--- src/rtl/regfile_mp_bypass.sv ---
// Multi-port integer register file with optional write-to-read bypass and a
// per-register pending scoreboard used by decode to stall on in-flight loads.
module regfile_mp_bypass #(
    parameter int DATA_W   = 32,
    parameter int NUM_REGS = 32,
    parameter int NUM_RD   = 2,
    parameter int NUM_WR   = 2,
    parameter int BYPASS   = 1,
    parameter int ZERO_REG = 1,
    localparam int AW      = (NUM_REGS > 1) ? $clog2(NUM_REGS) : 1
) (
    input  logic                     clk,
    input  logic                     rst_n,
    input  logic [NUM_RD*AW-1:0]     rd_addr,
    output logic [NUM_RD*DATA_W-1:0] rd_data,
    output logic [NUM_RD-1:0]        rd_busy,
    input  logic [NUM_WR-1:0]        wr_en,
    input  logic [NUM_WR*AW-1:0]     wr_addr,
    input  logic [NUM_WR*DATA_W-1:0] wr_data,
    input  logic                     sb_set_en,
    input  logic [AW-1:0]            sb_set_addr,
    output logic [AW:0]              pending_cnt
);

    logic [DATA_W-1:0]   regs [NUM_REGS];
    logic [NUM_REGS-1:0] pending;
    logic [NUM_REGS-1:0] pending_nxt;
    logic [NUM_WR-1:0]   wr_ok;

    // An address is usable when it exists and is not the hardwired zero register.
    function automatic logic addr_ok(input logic [AW-1:0] a);
        return (int'(a) < NUM_REGS) && !((ZERO_REG != 0) && (a == '0));
    endfunction

    function automatic logic [AW:0] popcount(input logic [NUM_REGS-1:0] v);
        logic [AW:0] cnt;
        cnt = '0;
        for (int i = 0; i < NUM_REGS; i++) begin
            cnt += {{AW{1'b0}}, v[i]};
        end
        return cnt;
    endfunction

    for (genvar w = 0; w < NUM_WR; w++) begin : g_wr_ok
        assign wr_ok[w] = wr_en[w] && addr_ok(wr_addr[w*AW +: AW]);
    end

    for (genvar p = 0; p < NUM_RD; p++) begin : g_rd
        logic [AW-1:0]     ra;
        logic              hit;
        logic              busy;
        logic [DATA_W-1:0] fwd;
        logic [DATA_W-1:0] val;

        assign ra = rd_addr[p*AW +: AW];

        always_comb begin
            hit  = 1'b0;
            fwd  = '0;
            val  = '0;
            busy = 1'b0;
            // Ascending scan so the highest matching write port is the one forwarded.
            if (BYPASS != 0) begin
                for (int w = 0; w < NUM_WR; w++) begin
                    if (wr_ok[w] && (wr_addr[w*AW +: AW] == ra)) begin
                        hit = 1'b1;
                        fwd = wr_data[w*DATA_W +: DATA_W];
                    end
                end
            end
            if (addr_ok(ra)) begin
                val  = hit ? fwd : regs[ra];
                busy = pending[ra] & ~hit;
            end
        end

        assign rd_data[p*DATA_W +: DATA_W] = rst_n ? val : '0;
        assign rd_busy[p]                  = rst_n & busy;
    end

    // Writes retire older ops (clear); a same-cycle set is newer and wins.
    always_comb begin
        pending_nxt = pending;
        for (int w = 0; w < NUM_WR; w++) begin
            if (wr_ok[w]) begin
                pending_nxt[wr_addr[w*AW +: AW]] = 1'b0;
            end
        end
        if (sb_set_en && addr_ok(sb_set_addr)) begin
            pending_nxt[sb_set_addr] = 1'b1;
        end
    end

    always_ff @(posedge clk or negedge rst_n) begin
        if (!rst_n) begin
            for (int r = 0; r < NUM_REGS; r++) begin
                regs[r] <= '0;
            end
        end else begin
            for (int w = 0; w < NUM_WR; w++) begin
                if (wr_ok[w]) begin
                    regs[wr_addr[w*AW +: AW]] <= wr_data[w*DATA_W +: DATA_W];
                end
            end
        end
    end

    always_ff @(posedge clk or negedge rst_n) begin
        if (!rst_n) begin
            pending     <= '0;
            pending_cnt <= '0;
        end else begin
            pending     <= pending_nxt;
            pending_cnt <= popcount(pending_nxt);
        end
    end

endmodule

--- config.mk ---
export PLATFORM = sky130hd
export DESIGN_NAME = regfile_mp_bypass
export DESIGN_NICKNAME = d
export VERILOG_FILES = /design/src/rtl/regfile_mp_bypass.sv
export SDC_FILE = /design/constraint.sdc
export NUM_CORES = 2
export LEC_CHECK = 0
export CAP_MARGIN = 40
export CORE_MARGIN = 10
export CORE_UTILIZATION = 63
export DETAILED_ROUTE_END_ITERATION = 12
export HOLD_SLACK_MARGIN = 0.12
export PLACE_DENSITY = 0.81
export SKIP_LAST_GASP = 1
export SYNTH_ARGS = -nofsm -noshare
export SYNTH_HDL_FRONTEND = slang
export SYNTH_SLANG_ARGS = --single-unit
export TNS_END_PERCENT = 5
--- constraint.sdc ---
create_clock -name clk -period 5.7 [get_ports clk]
set_input_delay 1.14 -clock clk [delete_from_list [all_inputs] [get_ports clk]]
set_output_delay 1.14 -clock clk [all_outputs]
set_load 0.02 [all_outputs]
== Word-level counts from Yosys, hierarchy flattened ==
Cells that the tools add are included.
Cells by class
  $lt $le $gt $ge: 14
  equality and inequality tests: 4
  bitwise logic cells: 15
  reductions and logical operators: 20
  $add $sub $neg: 31
  mux-type cells: 43
Operators with widths (count)
  1024-bit bitwise mux: 2
  1024-bit 2-to-1 mux: 2
  32-bit 2-to-1 mux: 19
  32-bit binary-select mux with 5-bit select: 2
  32-bit demux with 5-bit select: 2
  6-bit by 1-bit adder with 6-bit output: 26
  32-bit AND: 2
  32-bit NOT: 2
  32-bit OR: 1
  5-bit by 6-bit < comparator with 1-bit output, second input constant: 5
  5-bit logical NOT: 5
  6-bit >= comparator, second input constant: 4
  5-bit NOT with 6-bit output: 4
  5-bit equality test: 4
  1-bit demux with 5-bit select: 3
  5-bit by 1-bit >= comparator with 1-bit output, second input constant: 3
  1-bit logical AND: 12
  6-bit by 1-bit < comparator with 1-bit output, second input constant: 2
  1-bit 2-to-1 mux: 11
  1-bit binary-select mux with 5-bit select: 2
  5-bit by 1-bit adder with 6-bit output: 1
  4-bit by 1-bit adder with 5-bit output: 1
  3-bit by 1-bit adder with 4-bit output: 1
  1-bit AND: 4
  4 further kinds: 7
Storage, ports and cells
  logic and storage cells: 161
  output and inout port bits: 72
  register bits after elaboration: 1062
  bits of input ports: 94

== Logic depth before layout (Yosys ltp) ==
  depth after elaboration: 42
  gate-level depth with buffers: 24
  depth with buffers taken out: 22

== Worst setup path before layout ==
Ideal clock, no wire load.
  path type: input-to-reg
  start point: input wr_addr[4]
  end point: register pending_cnt[4]
  stages on the path: 21
  arrival: 6.548 ns
  library setup time: 0.123 ns
  path buffers: 2
  setup slack: -0.970 ns
  data required time: 5.577 ns
  path through: buf_2 or3_1 nor2_1 nand2_1 buf_1 a32o_1 fa_1 fa_1 fa_1 fa_1 inv_1 fa_1 fa_1 inv_1 ha_1 inv_1 fa_1 inv_1 a21o_1 a21oi_1 xnor2_1
On the way
  elaborated cells on any way between the ends: 46
  those cells by class: add/sub (31); order compare (2); mux (5); bitwise (4); reduce/logical (4)
RTL lines
  from (decl): line 18  | input logic [NUM_WR*AW-1:0] wr_addr,
  5-bit by 6-bit < comparator with 1-bit output (not written as such) or 5-bit by 1-bit >= comparator with 1-bit output (tied branches): line 86  | pending_nxt[wr_addr[w*AW +: AW]] = 1'b0;
  1-bit logical AND (not written as such): line 86
  1-bit 2-to-1 mux (not written as such): line 86
  1-bit demux with 5-bit select: line 86
  32-bit NOT (no line)
  32-bit AND (no line)
  32-bit 2-to-1 mux (*): line 85  | if (wr_ok[w]) begin
  32-bit AND (no line)
  32-bit 2-to-1 mux (*): line 85
  32-bit OR (no line)
  32-bit 2-to-1 mux (*): line 89  | if (sb_set_en && addr_ok(sb_set_addr)) begin
  net pending_nxt[3]: line 27  | logic [NUM_REGS-1:0] pending_nxt;
  3-bit by 1-bit adder with 4-bit output (*): line 39  | cnt += {{AW{1'b0}}, v[i]};
  4-bit by 1-bit adder with 5-bit output (*): line 39
  5-bit by 1-bit adder with 6-bit output (*): line 39
  6-bit by 1-bit adder with 6-bit output (*) (26 in a row): line 39
  to (signal assigned): line 114  | pending_cnt <= popcount(pending_nxt);
  to (decl): line 22  | output logic [AW:0] pending_cnt
Mark *: on every way through the listed nets, which the timed path passes. The rest lies on a longest branch.

== Worst setup path in the final report ==
  start point: input wr_addr[4]
  end point: output rd_data[4]
On the way
  longest elaborated chain between the ends: 9
  elaborated cells on any way between the ends: 12
  those cells by class: eq/ne (1); mux (7); reduce/logical (4)
Ends and longest elaborated chain
  5-bit logical NOT: line 32  | return (int'(a) < NUM_REGS) && !((ZERO_REG != 0) && (a == '0));
  1-bit logical NOT: line 32
  1-bit logical AND: line 45  | assign wr_ok[w] = wr_en[w] && addr_ok(wr_addr[w*AW +: AW]);
  1-bit logical AND (*): line 65  | if (wr_ok[w] && (wr_addr[w*AW +: AW] == ra)) begin
  32-bit 2-to-1 mux or 1-bit 2-to-1 mux (tied branches) (2 in a row): line 65
  32-bit 2-to-1 mux (*): line 72  | val = hit ? fwd : regs[ra];
  32-bit 2-to-1 mux (*): line 71  | if (addr_ok(ra)) begin
  32-bit 2-to-1 mux (*): line 77  | assign rd_data[p*DATA_W +: DATA_W] = rst_n ? val : '0;
  to (decl): line 15  | output logic [NUM_RD*DATA_W-1:0] rd_data,
Mark *: on every way between the ends. The rest lies on a longest branch, timed or not.

==> flow_summary_export.csv <==
group,metric,value,unit
run_status,status,"finished, violations left",
run_status,violations,"negative setup slack",
power_and_ir_drop,p_per_area,369,nW/um^2
sta,hold_viol,0,
die,rows,119,
sta,hold_ws,258,ps
grt,grt_max_degree,167,
worst_setup_path,cp_max_fo,54,
worst_setup_path,setup.worst_path.class,"primary input to output port",
finish,postLayoutCoreUtil,72.4,%
grt,grt_pass1_vias,59501,
routing,routedWlPerCell,34.2,um
logic_synthesis,synth_edf_count,0,
worst_setup_path,crit_path_end_kind,"output port",
worst_setup_path,r2r_slack,720,ps
worst_setup_path,cp_data_arrival_time,4890,ps
logic_synthesis,synth_mux_area_share,34.4,%
sta,finalSetupViolations,32,
sta,worst_pin_slew,1120,ps
routing,ant_nets,0,
logic_synthesis,yosys-top-cells-area,"dfrtp_1 40%, mux4_2 20%, mux2i_1 15%, a21oi_1 4.1%, nand2_1 4.0%",
worst_setup_path,regToRegStartpoint,"pending[13]$_DFF_PN0_",
grt,antenna_found_initial,11,
hold_path,hold_path.class,"primary input to asynchronous set/reset pin",
place,hpwlAfterDp,156000,um
place,gp_congestion,0.964,
logic_synthesis,synth-compound-area-share,11.4,%
sta,min_period,6030,ps
sta,max_slew_margin,25.4,%
logic_synthesis,ys_ff_latch,1062,
power_and_ir_drop,leakagePower,33.5,nW
die,die_area,120000,sq um
logic_synthesis,synth_cell_types,62,
sta,fin_skew,16.7,ps
worst_setup_path,reg2regPathDepth,19,
power_and_ir_drop,vdd_drop_max,912,uV
logic_synthesis,synth_top_cell_by_area,"dfrtp_1",
logic_synthesis,synth_warnings,0,
routing,avgViaCountPerCell,7.64,
logic_synthesis,avgSynthCellArea,10.6,sq um
logic_synthesis,synthCells,6333,
clock_network,clk_pin_slew,60,ps
routing,wl,263000,um
place,dp.cells,7490,
finish,final_nets,6345,
grt,grt_util_all_layers,43.1,%
sta,period_share,106,%
sta,slew_violations,0,
sta,final.setup.tns,-7120,ps
sta,fmax,166,MHz
clock_network,ctsHoldBuffers,0,
finish,layout_commonest_cell,"dfrtp_1",
logic_synthesis,synth_area,67200,sq um
place,post_dp_cell_area,72600,sq um
routing,drc,0,
logic_synthesis,synth_top_family_by_area,"multiplexers",
finish,area_growth,13.8,%
clock_network,numCtsBuffers,112,
finish,finish.instance_area,76500,sq um
grt,overflow,0,
clock_network,htreeDepth,3,
sta,rsz0062_at_grt,"yes",
die,start_util,63.6,%
logic_synthesis,synth_xor_xnor_area_share,0.300,%
clock_network,clock_path_buffers,3,
clock_network,clock_latency,750,ps
grt,grt_pass1_wl,387000,um
die,core_area,106000,sq um
worst_setup_path,cp_data_required_time,4560,ps
worst_setup_path,r2r_end,"pending_cnt[4]$_DFF_PN0_",
logic_synthesis,synthFlopType,"dfrtp_1",
die,die-width,347,um
die,die_y,347,um
worst_setup_path,worstSetupStartpointType,"primary input",
finish,drive_above_1_share,21.1,%
logic_synthesis,synthSimpleGateAreaFrac,8.12,%
clock_network,clkSinkCount,1062,
finish,layout_common_cells,"1,062 x dfrtp_1, 984 x mux2i_1, 686 x nand2_1",
logic_synthesis,syn_nets,6458,
routing,drt_iter0_drc,11244,
routing,vias,58904,
logic_synthesis,synth_top_area_share,39.6,%
finish,layoutNonFillerInstCount,7709,
flow_run,drv_cap,0,
place,numPortBuffers,165,
clock_network,cts-root-buf,"clkbuf_16",
clock_network,cts_tree,"done",
sta,worst_slack,-330,ps
logic_synthesis,yosysSeqAreaShare,39.6,%
routing,dr.pass1.iters,10,
logic_synthesis,ys_async_sr_fraction,100,%
die,pin_count,166,
logic_synthesis,yosys.area_share.adder,0.846,%
metrics by stage:
stage,setup WS (ps),power (mW)
5_1_grt,-447,29.4
3_3_place_gp,-1150,19.8
6_report,-330,28.2
4_1_cts,-253,28.0
3_5_place_dp,-1160,20.4
2_1_floorplan,-577,17.2
critical path, cell delays in order:
cell,delay [ps]
clkdlybuf4s50_1,500
buf_6,150
nor3_1,60
buf_4,140
a21boi_4,170
buf_6,470
and4_1,440
nor3b_4,260
buf_4,280
buf_12,180
a222oi_1,90
nand2_1,300
clkdlybuf4s50_1,670
how the worst max path moves through the flow:
stage,from,to,slack [ps],cells after the start
floorplan,wr_addr[3],pending_cnt[4]$_DFF_PN0_,-580,21
global placement,wr_addr[7],pending_cnt[4]$_DFF_PN0_,-1150,23
detailed placement,wr_addr[8],pending_cnt[4]$_DFF_PN0_,-1160,22
CTS,wr_addr[3],pending_cnt[4]$_DFF_PN0_,-250,23
global route,wr_addr[9],pending_cnt[4]$_DFF_PN0_,-450,23
finish,wr_addr[4],rd_data[4],-330,13
synthesized netlist by cell type, types with 5 or more instances:
library cell     n
nor2b_1         38
mux4_2         587
and2_1           8
nor3b_1          5
nand2_1        713
a221oi_1         6
xnor2_1         14
a22o_1           6
buf_1          114
buf_6            9
ha_1             7
nand3_1         10
dfrtp_1       1062
nand2b_1         9
buf_2          143
and3_1           6
nor2_1         528
xor2_1           9
inv_1           50
a21oi_1        556
a32o_1           8
o21ai_0        490
a31oi_1         63
a22oi_1         33
mux2i_1        984
or3_1            5
o21ai_1        107
nor3_1           9
fa_1            24
a32oi_1         57
a222oi_1        29
clkbuf_1       562
o22ai_1         31
area by class of cell:
cell class                      count  area, sq um
Sequential cell                  1062        26600
Antenna cell                        3         7.51
Tap cell                         1391         1740
Clock inverter                     40          413
Fill cell                        6821        29100
Clock buffer                      169         3350
Multi-Input combinational cell   4387        37600
Inverter                           51          196
Timing Repair Buffer              606         6560
registers in the layout (all words and copies together) (netlist names):
signal / count
pending_cnt: 6
regs: 1024
pending: 32
repair_timing:
action,in CTS,in global routing
resized for setup,14,1
pin swaps,7,2
setup buffers,2,0
endpoints found under the setup margin,37,33
endpoints found under the hold margin,0,0
cloned,0,0
layer usage:
layer	vias to the layer above	part of all wire [%]	track usage (%)	wire length, um
li1	22779	-	-	-
met1	28411	31	50.4	82400
met2	5861	42	60.7	109000
met3	1830	17	19.9	44100
met4	23	10	34.7	27200
met5	-	0.12	0.840	313
power breakdown:
part / total, mW / leakage (nW) / switching [mW] / internal (mW)
logic: 9.44 / 18.6 / 4.33 / 5.10
registers: 11.1 / 13.0 / 1.62 / 9.53
clock network: 7.66 / 1.87 / 3.34 / 4.31
kinds of logic after synthesis:
group,Yosys count
buffers and inverters,884
XOR/XNOR,23
multiplexers,1574
flip-flops,1062
adder cells (fa/ha/maj),31
AO/OA/AOI/OAI,1397
AND/OR/NAND/NOR,1362
(Power assumes the default switching activity.)
